File: src/rtl/operand_entry_controller_if.sv
// Board-side pins of the operand entry controller, seen from the
// controller (slave) and from whatever drives the keys and switches (master).
interface operand_entry_controller_if #(
    parameter int DATA_WIDTH = 8
);
    logic                  KeyEnter_n;
    logic                  KeyCancel_n;
    logic [DATA_WIDTH-1:0] SW;
    logic                  SubSel;
    logic [DATA_WIDTH-1:0] X;
    logic                  InA;
    logic                  InB;
    logic                  Out;
    logic                  Clear;
    logic                  Add_Subtract;
    logic [1:0]            State;

    modport master (
        output KeyEnter_n, KeyCancel_n, SW, SubSel,
        input  X, InA, InB, Out, Clear, Add_Subtract, State
    );

    modport slave (
        input  KeyEnter_n, KeyCancel_n, SW, SubSel,
        output X, InA, InB, Out, Clear, Add_Subtract, State
    );
endinterface

File: src/rtl/operand_entry_controller.sv
// Calculator front end: synchronizes and debounces Enter/Cancel, then walks
// the operand entry sequence and issues one-cycle load strobes to the datapath.
//
// state    | meaning
// ---------+-------------------------------------------------------
// WAIT_A   | waiting for Enter to capture operand A from SW
// WAIT_B   | waiting for Enter to capture operand B and SubSel
// WAIT_OUT | waiting for Enter to load the result/flags registers
// SHOW     | result displayed; Enter clears and restarts
module operand_entry_controller #(
    parameter int DATA_WIDTH      = 8,
    parameter int DEBOUNCE_CYCLES = 500000
) (
    input logic                      Clock,
    input logic                      Reset,
    operand_entry_controller_if.slave io
);

    localparam int CNT_W = (DEBOUNCE_CYCLES > 2) ? $clog2(DEBOUNCE_CYCLES) : 1;
    localparam logic [CNT_W-1:0] CNT_LAST = CNT_W'(DEBOUNCE_CYCLES - 1);

    localparam int K_ENTER  = 0;
    localparam int K_CANCEL = 1;

    typedef enum logic [1:0] {
        WAIT_A   = 2'd0,
        WAIT_B   = 2'd1,
        WAIT_OUT = 2'd2,
        SHOW     = 2'd3
    } state_t;

    logic [1:0]            key_raw;
    logic [1:0]            sync1_q;
    logic [1:0]            sync2_q;
    logic [1:0]            deb_q;
    logic [1:0]            deb_d;
    logic [1:0]            evt_q;
    logic [1:0]            evt_d;
    logic [1:0][CNT_W-1:0] cnt_q;
    logic [1:0][CNT_W-1:0] cnt_d;

    state_t                state_q;
    logic [DATA_WIDTH-1:0] x_q;
    logic                  add_sub_q;
    logic                  ina_q;
    logic                  inb_q;
    logic                  out_q;
    logic                  clear_q;
    logic                  first_q;

    assign key_raw = {io.KeyCancel_n, io.KeyEnter_n};

    // Levels are 1 = released; an event fires only on the transition to pressed.
    always_comb begin
        deb_d = deb_q;
        evt_d = '0;
        cnt_d = '0;
        for (int k = 0; k < 2; k++) begin
            if (sync2_q[k] != deb_q[k]) begin
                if (cnt_q[k] == CNT_LAST) begin
                    deb_d[k] = sync2_q[k];
                    evt_d[k] = ~sync2_q[k];
                end else begin
                    cnt_d[k] = cnt_q[k] + CNT_W'(1);
                end
            end
        end
    end

    always_ff @(posedge Clock) begin
        if (Reset) begin
            sync1_q <= '1;
            sync2_q <= '1;
            deb_q   <= '1;
            cnt_q   <= '0;
            evt_q   <= '0;
        end else begin
            sync1_q <= key_raw;
            sync2_q <= sync1_q;
            deb_q   <= deb_d;
            cnt_q   <= cnt_d;
            evt_q   <= evt_d;
        end
    end

    always_ff @(posedge Clock) begin
        if (Reset) begin
            state_q   <= WAIT_A;
            x_q       <= '0;
            add_sub_q <= 1'b0;
            ina_q     <= 1'b0;
            inb_q     <= 1'b0;
            out_q     <= 1'b0;
            clear_q   <= 1'b0;
            first_q   <= 1'b1;
        end else begin
            ina_q   <= 1'b0;
            inb_q   <= 1'b0;
            out_q   <= 1'b0;
            clear_q <= 1'b0;
            if (first_q) begin
                first_q <= 1'b0;
                clear_q <= 1'b1;
            end else if (evt_q[K_CANCEL]) begin
                // Cancel beats a simultaneous Enter.
                state_q <= WAIT_A;
                clear_q <= 1'b1;
            end else if (evt_q[K_ENTER]) begin
                case (state_q)
                    WAIT_A: begin
                        x_q     <= io.SW;
                        ina_q   <= 1'b1;
                        state_q <= WAIT_B;
                    end
                    WAIT_B: begin
                        x_q       <= io.SW;
                        add_sub_q <= io.SubSel;
                        inb_q     <= 1'b1;
                        state_q   <= WAIT_OUT;
                    end
                    WAIT_OUT: begin
                        out_q   <= 1'b1;
                        state_q <= SHOW;
                    end
                    SHOW: begin
                        clear_q <= 1'b1;
                        state_q <= WAIT_A;
                    end
                    default: state_q <= WAIT_A;
                endcase
            end
        end
    end

    assign io.X            = x_q;
    assign io.InA          = ina_q;
    assign io.InB          = inb_q;
    assign io.Out          = out_q;
    assign io.Clear        = clear_q;
    assign io.Add_Subtract = add_sub_q;
    assign io.State        = state_q;

endmodule

File: src/flat_wrapper.sv
// flat-port wrapper written by rule: the top's interface ports become plain ports
module operand_entry_controller_flat 
#(
    parameter int DATA_WIDTH      = 8,
    parameter int DEBOUNCE_CYCLES = 500000
)
  (Clock, Reset, io_KeyEnter_n, io_KeyCancel_n, io_SW, io_SubSel, io_X, io_InA, io_InB, io_Out, io_Clear, io_Add_Subtract, io_State);
  operand_entry_controller_if #(.DATA_WIDTH(DATA_WIDTH)) io_i ();
  input logic Clock;
  input logic Reset;
  input wire logic [$bits(io_i.KeyEnter_n)-1:0] io_KeyEnter_n;
  input wire logic [$bits(io_i.KeyCancel_n)-1:0] io_KeyCancel_n;
  input wire logic [$bits(io_i.SW)-1:0] io_SW;
  input wire logic [$bits(io_i.SubSel)-1:0] io_SubSel;
  output wire logic [$bits(io_i.X)-1:0] io_X;
  output wire logic [$bits(io_i.InA)-1:0] io_InA;
  output wire logic [$bits(io_i.InB)-1:0] io_InB;
  output wire logic [$bits(io_i.Out)-1:0] io_Out;
  output wire logic [$bits(io_i.Clear)-1:0] io_Clear;
  output wire logic [$bits(io_i.Add_Subtract)-1:0] io_Add_Subtract;
  output wire logic [$bits(io_i.State)-1:0] io_State;
  assign io_i.KeyEnter_n = io_KeyEnter_n;
  assign io_i.KeyCancel_n = io_KeyCancel_n;
  assign io_i.SW = io_SW;
  assign io_i.SubSel = io_SubSel;
  assign io_X = io_i.X;
  assign io_InA = io_i.InA;
  assign io_InB = io_i.InB;
  assign io_Out = io_i.Out;
  assign io_Clear = io_i.Clear;
  assign io_Add_Subtract = io_i.Add_Subtract;
  assign io_State = io_i.State;
  operand_entry_controller #(.DATA_WIDTH(DATA_WIDTH), .DEBOUNCE_CYCLES(DEBOUNCE_CYCLES)) u_core (.Clock(Clock), .Reset(Reset), .io(io_i));
endmodule
File: config.mk
export PLATFORM = sky130hd
export DESIGN_NAME = operand_entry_controller_flat
export DESIGN_NICKNAME = d
export VERILOG_FILES = /design/src/rtl/operand_entry_controller_if.sv /design/src/rtl/operand_entry_controller.sv /design/src/flat_wrapper.sv
export SDC_FILE = /design/constraint.sdc
export NUM_CORES = 1
export LEC_CHECK = 0
export BUFFER_PORTS_ARGS = -buffer_cell sky130_fd_sc_hd__buf_4
export CAP_MARGIN = 25
export CORE_MARGIN = 8
export CORE_UTILIZATION = 57
export DETAILED_ROUTE_END_ITERATION = 8
export HOLD_SLACK_MARGIN = 0.02
export PLACE_DENSITY = 0.75
export RECOVER_POWER = 25
export SKIP_CTS_REPAIR_TIMING = 1
export SYNTH_ARGS = -nofsm -noshare
export SYNTH_HDL_FRONTEND = slang
export SYNTH_SLANG_ARGS = --single-unit
File: constraint.sdc
create_clock -name Clock -period 2.3 [get_ports Clock]
set_input_delay 0.23 -clock Clock [delete_from_list [all_inputs] [get_ports Clock]]
set_output_delay 0.23 -clock Clock [all_outputs]
set_load 0.01 [all_outputs]
==> flow_metrics.py, run 1 <==
metrics = {
    "run_status": {
        "status": "complete, no violations",
    },
    "power_and_ir_drop": {
        "swShare_pct": 20.6,
        "p_seq_share_pct": 57.2,
        "p_comb_share_pct": 1.9,
        "p_int_mw": 1.50,
        "power.switching_mw": 0.390,
        "vdd_ir_drop_max_mv": 0.474,
        "clock_power_share_pct": 40.9,
        "p_per_area_nw_per_um2": 630,
        "power.leakage_nw": 1.00,
    },
    "setup_path": {
        "crit_path_max_incr_delay_ns": 0.56,
        "r2r_cells": 4,
        "crit_type": "register to register",
        "cp_cell_sequence": "or4b_1, or4_4, o21ai_4, nor2_1",
        "start_kind": "register",
        "cp.required_ns": 2.50,
        "regToRegSetupSlack_ns": 0.28,
        "end_kind": "register",
        "slowest_stage": "or4b_1",
        "critPathMaxFanout": 18,
        "critPathArrivalTime_ns": 2.22,
    },
    "timing": {
        "maxSlewHeadroom_pct": 51.3,
        "timing.fmax_ghz": 0.495,
        "rsz0062_at_grt": "false",
        "layout_min_cycle_time_ns": 2.02,
        "worst_pin_slew_ns": 0.731,
        "finalSetupTns_ns": 0,
        "setup_viol": 0,
        "finalCritPeriodShare_pct": 87.8,
        "final-hold-violation-count": 0,
        "finClkSkew_ns": 0.00553,
        "slew_violations": 0,
    },
    "layout": {
        "stdcell_area_sq_um": 3010,
        "nets": 340,
        "antenna_cells": 0,
        "layout.cells.non_filler": 378,
        "final_util_pct": 65.4,
        "syn_to_final_growth_pct": 13.5,
        "drive_gt1_share_pct": 12.3,
    },
    "flow_run": {
        "cap_violations": 0,
    },
    "synth": {
        "yosysSeqAreaShare_pct": 46.8,
        "synthFlopType": "dfxtp_1",
        "synthCells": 289,
        "synth_seq_cells": 62,
        "muxShareOfSynthArea_pct": 3.02,
        "async_reset_ff_share_pct": 0,
        "yosysUniqueCellTypes": 40,
        "synth_compound_area_share_pct": 5.52,
        "ys_warn_count": 0,
        "synthesis.nets": 308,
        "synth-edff-count": 0,
        "synth_fa_ha_area_share_pct": 2.83,
        "synth_top_family_by_area": "simple AND/OR/NAND/NOR gates",
        "syn_avg_cell_area_sq_um": 9.17,
        "synth_xor_area_share_pct": 9.92,
        "synth_simple_gate_area_share_pct": 29.0,
        "netlist_area_sq_um": 2650,
    },
    "place": {
        "gp_congestion": 0.820,
        "placedCellCount": 364,
        "place.port_buffers": 27,
        "place_area_sq_um": 2900,
        "detailed_place_hpwl_um": 3650,
    },
    "route": {
        "post-route-drc-count": 0,
        "drt-initial-drc-count": 104,
        "vias_per_cell": 5.57,
        "routedWlPerCell_um": 13.3,
        "vias": 2107,
        "wl_um": 5030,
        "postRouteAntennaNets": 0,
        "drt-pass1-iter-count": 4,
    },
    "clock_network": {
        "htree_levels": 3,
        "cts.sinks": 62,
        "clkLatencyLatePin_ns": 0.33,
        "clk_path_buf_depth": 2,
        "cts_tree": "done",
        "cts_made_buffers": 9,
        "cts-root-buf": "clkbuf_8",
        "clk_pin_slew_worst_paths_ns": 0.06,
    },
    "floorplan": {
        "fp.coreArea_sq_um": 4600,
        "die_h_um": 84.2,
        "dieArea_sq_um": 7090,
        "fp.dieW_um": 84.2,
        "core.rowCount": 25,
        "start_util_pct": 57.6,
        "io_pins": 28,
    },
    "grt": {
        "antenna_found_initial": 0,
        "grt.overflow.total": 0,
        "grt_pass1_vias": 2079,
        "grt_pass1_wl_um": 8820,
        "grt_use_total_pct": 15.1,
        "grt_max_degree": 21,
    },
    "worst_hold_path": {
        "min_path_cells": 2,
        "hp-class": "input pin to register",
    },
}
## synthesized netlist by cell type, types with 2 or more instances
cell type   n  area, sq um
dfxtp_1    62         1240
nor2_1     46          173
xnor2_1    18          158
nand2_1    16         60.1
nand4_1    15         93.8
nand3_1    14         70.1
xor2_1     12          105
and3_1     10         62.6
inv_1       9         33.8
nor4_1      9         56.3
a21oi_1     8         40.0
mux2i_1     8         80.1
clkbuf_1    6         22.5
ha_1        6         75.1
nor3_1      6         30.0
o21ai_0     6         30.0
and4_1      4         35.0
or2_2       4         25.0
nor4b_1     3         26.3
a31o_2      2         17.5
and2_1      2         12.5
nand4b_1    2         17.5
or3_1       2         12.5
or4_1       2         15.0
or4b_1      2         20.0
## per-layer routing
metal  vias up  part of all wire, %  track usage, %  wire, um
met5         -                    0               0         0
met4         0                  1.7            8.16        85
met3        11                  3.7            6.00       184
met2        27                   51            25.8      2580
met1       987                   43            15.4      2180
li1       1082                    -               -         -
## placed cells by master (no fill, tap or decap), types with 2 or more instances in the layout
master / n
or4_1: 2
buf_4: 17
and4_1: 4
and3_1: 10
dfxtp_1: 62
a21oi_1: 8
xnor2_1: 18
or3_1: 2
nor4b_1: 3
clkbuf_1: 15
ha_1: 6
o21ai_0: 6
nor4_1: 9
mux2i_1: 8
nand4b_1: 2
nand3_1: 14
nor3_1: 6
nand4_1: 15
xor2_1: 12
or2_2: 4
clkinv_2: 2
nand2_1: 16
and2_1: 2
a31o_2: 2
inv_1: 9
or4b_1: 2
nor2_1: 46
clkbuf_8: 10
## layout make-up
type / count / area, sq um
fillers: 393 / 1590
multi-input cells: 209 / 1330
flip-flops and latches: 62 / 1240
repair buffers: 30 / 176
clock buffers: 12 / 145
well taps: 54 / 67.6
inverters: 9 / 33.8
clock inverters: 2 / 10.0
## per-stage QoR
| step | power [mW] | setup slack (ns) | hold slack [ns] |
|---|---|---|---|
| 5_1_grt | 1.97 | 0.0996 | 0.0613 |
| 6_report | 1.89 | 0.280 | 0.0816 |
| 3_5_place_dp | 1.15 | 0.272 | 0.398 |
| 2_1_floorplan | 1.12 | 0.456 | 0.258 |
| 4_1_cts | 1.93 | 0.272 | 0.0614 |
| 3_3_place_gp | 1.14 | 0.343 | 0.396 |
## power groups by stage
stage / Combinational, mW / Clock [mW] / Sequential [mW]
floorplan: 0.0173 / 0 / 1.11
detailed placement: 0.0380 / 0 / 1.11
global route: 0.0396 / 0.851 / 1.08
CTS: 0.0382 / 0.806 / 1.08
finish: 0.0359 / 0.774 / 1.08
global placement: 0.0376 / 0 / 1.11
## sequential cells by signal, summed over array words and instances (netlist names)
name,count
u_core.evt_q,2
u_core.io.Add_Subtract,1
u_core.io.X,8
u_core.sync1_q,2
u_core.deb_q,2
u_core.io.Out,1
u_core.io.State,2
u_core.io.Clear,1
u_core.first_q,1
u_core.io.InB,1
u_core.io.InA,1
u_core.cnt_q,38
u_core.sync2_q,2
## path summary, 6_finish.rpt
check	endpoint	start
worst min-delay path	u_core.sync1_q[1]	io_KeyCancel_n
worst min register to register	u_core.sync2_q[1]	u_core.sync1_q[1]
worst max register to register	u_core.cnt_q[4]	u_core.cnt_q[11]
worst max-delay path	u_core.cnt_q[4]	u_core.cnt_q[11]
## cells by family after synthesis
| kind of cell | after synthesis |
|---|---|
| AO/OA/AOI/OAI | 22 |
| XOR/XNOR | 30 |
| adder cells (fa/ha/maj) | 6 |
| buffers and inverters | 18 |
| flip-flops | 62 |
| multiplexers | 8 |
| AND/OR/NAND/NOR | 143 |
## critical path: cells and delay by family, from the launching register on
| family | cells | cell delay [ns] |
|---|---|---|
| AOI/OAI and AO/OA | 1 | 0.42 |
| DFF | 1 | 0.34 |
| and+or+nand+nor | 3 | 1.11 |
No activity file was read; power rests on OpenSTA's default activity.
==> run 2, diff against run 1 <==
- HOLD_SLACK_MARGIN: 0.02 -> default
- RECOVER_POWER: 25 -> 50
- SKIP_CTS_REPAIR_TIMING: 1 -> default
==> run 2 against run 1 <==
  * Global-route usage unchanged
  * Worst setup slack hardly changed
  * Fmax hardly changed
  * Combinational power fell by 1%
  * First-iteration DRC count rose by 0.96%
  * Clock-buffer cell count is the same
  * Via count rose by 0.33%
  * Core utilization is 0.44 points lower
  * Highest routed layer unchanged
  * Sequential power hardly changed
  * Register-to-register slack barely moved
==> flow_metrics.py, run 2 (synthesized netlist as in run 1, its figures left out) <==
metrics = {
    "layout": {
        "mostFrequentLayoutCell": "dfxtp_1",
        "antenna_cells": 0,
        "final_cell_mix": "dfxtp_1, nor2_1, clkbuf_1, xnor2_1, nand2_1",
        "drive_gt1_share_pct": 10.8,
        "nets": 340,
        "regMostFlops": "u_core.cnt_q",
        "syn_to_final_growth_pct": 12.7,
        "largest_reg_flops": 38,
        "stdcell_area_sq_um": 2990,
    },
    "setup_path": {
        "cp_top_family": "simple AND/OR/NAND/NOR gates",
        "end_kind": "register",
        "cp_cell_sequence": "or4b_1, or4_4, o21ai_4, nor2_1",
        "slowest_stage": "or4b_1",
        "path_buf_inv": 0,
        "cp.required_ns": 2.50,
        "critPathMaxFanout": 18,
        "critPathArrivalTime_ns": 2.22,
        "crit_path_max_incr_delay_ns": 0.56,
        "start_kind": "register",
        "crit_type": "register to register",
    },
    "power_and_ir_drop": {
        "power.switching_mw": 0.390,
        "p_int_mw": 1.50,
        "finalPower_mw": 1.89,
        "power.leakage_nw": 0.981,
        "p_per_area_nw_per_um2": 634,
        "clock_power_share_pct": 40.9,
        "p_comb_share_pct": 1.9,
        "p_seq_share_pct": 57.2,
        "vdd_ir_drop_max_mv": 0.474,
        "swShare_pct": 20.6,
    },
    "place": {
        "detailed_place_hpwl_um": 3650,
        "place.port_buffers": 27,
        "gp_congestion": 0.820,
        "place_area_sq_um": 2900,
    },
    "timing": {
        "slew_violations": 0,
        "rsz0062_at_grt": "false",
        "fin_hold_ws_ns": 0.0816,
        "finClkSkew_ns": 0.00553,
        "finalSetupTns_ns": 0,
        "maxSlewHeadroom_pct": 51.2,
        "setup_viol": 0,
        "timing.fmax_ghz": 0.495,
        "finalCritPeriodShare_pct": 87.8,
        "layout_min_cycle_time_ns": 2.02,
        "worst_pin_slew_ns": 0.731,
        "final-hold-violation-count": 0,
    },
    "grt": {
        "grt_pass1_wl_um": 8820,
        "grt_max_degree": 21,
        "grt_pass1_vias": 2079,
        "antenna_found_initial": 0,
        "grt.overflow.total": 0,
        "grt_use_total_pct": 15.1,
    },
    "floorplan": {
        "die_h_um": 84.2,
        "core.rowCount": 25,
        "fp.dieW_um": 84.2,
        "io_pins": 28,
        "start_util_pct": 57.6,
        "dieArea_sq_um": 7090,
        "fp.coreArea_sq_um": 4600,
    },
    "route": {
        "vias": 2114,
        "vias_per_cell": 5.59,
        "wl_um": 5040,
        "drt-pass1-iter-count": 4,
        "drt-initial-drc-count": 105,
        "postRouteAntennaNets": 0,
        "post-route-drc-count": 0,
        "routedWlPerCell_um": 13.3,
    },
    "clock_network": {
        "cts_tree": "done",
        "clk_path_buf_depth": 2,
        "post_cts_resized": 0,
        "clk_pin_slew_worst_paths_ns": 0.06,
        "clkLatencyLatePin_ns": 0.33,
        "htree_levels": 3,
        "cts.sinks": 62,
        "cts_made_buffers": 9,
        "cts-root-buf": "clkbuf_8",
        "cts-hold-fix-buffers": 0,
        "post_cts_buffers": 0,
    },
    "worst_hold_path": {
        "hp-class": "input pin to register",
    },
    "run_status": {
        "status": "complete, no violations",
    },
    "flow_run": {
        "cap_violations": 0,
    },
}
run 2: cell types whose count changed in the layout (fill, tap and decap cells not counted):
cell | before | now
o211ai_1 | 0 | 1
o211ai_2 | 1 | 0
clkbuf_1 | 15 | 19
buf_4 | 17 | 13
run 2: through the flow:
stage / std cells / util [%] / setup WS (ns)
floorplan: 289 / - / 0.456
global placement: 364 / 63.1 / 0.343
detailed placement: 364 / 63.1 / 0.272
CTS: 378 / 66.4 / 0.272
global route: 378 / 65.0 / 0.0996
finish: 378 / 65.0 / 0.280
run 2: power groups by stage:
stage / clock network, mW / logic (mW) / registers [mW]
after floorplan: 0 / 0.0173 / 1.11
after global placement: 0 / 0.0376 / 1.11
after detailed placement: 0 / 0.0380 / 1.11
after CTS: 0.806 / 0.0382 / 1.08
after global routing: 0.851 / 0.0392 / 1.08
final: 0.774 / 0.0355 / 1.08
run 2: worst paths after layout:
path	to	cells after the start	startpoint	slack (ns)
max	u_core.cnt_q[4]	4	u_core.cnt_q[11]	0.28
min	u_core.sync1_q[1]	2	io_KeyCancel_n	0.08
max reg2reg	u_core.cnt_q[4]	4	u_core.cnt_q[11]	0.28
min reg2reg	u_core.sync2_q[1]	1	u_core.sync1_q[1]	0.41
run 2: final cells by class:
cell class	count	area [sq um]
inverter	9	33.8
clock buffer	12	145
clock inverter	2	10.0
multi-input combinational	209	1330
fill	400	1610
timing repair buffer	30	161
sequential	62	1240
tap	54	67.6
run 2: per-layer routing:
layer	up-vias	wire, um	GRT usage (%)
met5	-	0	0
met4	0	85	8.16
met3	11	183	6.00
met2	25	2580	25.8
met1	994	2190	15.4
li1	1084	-	-
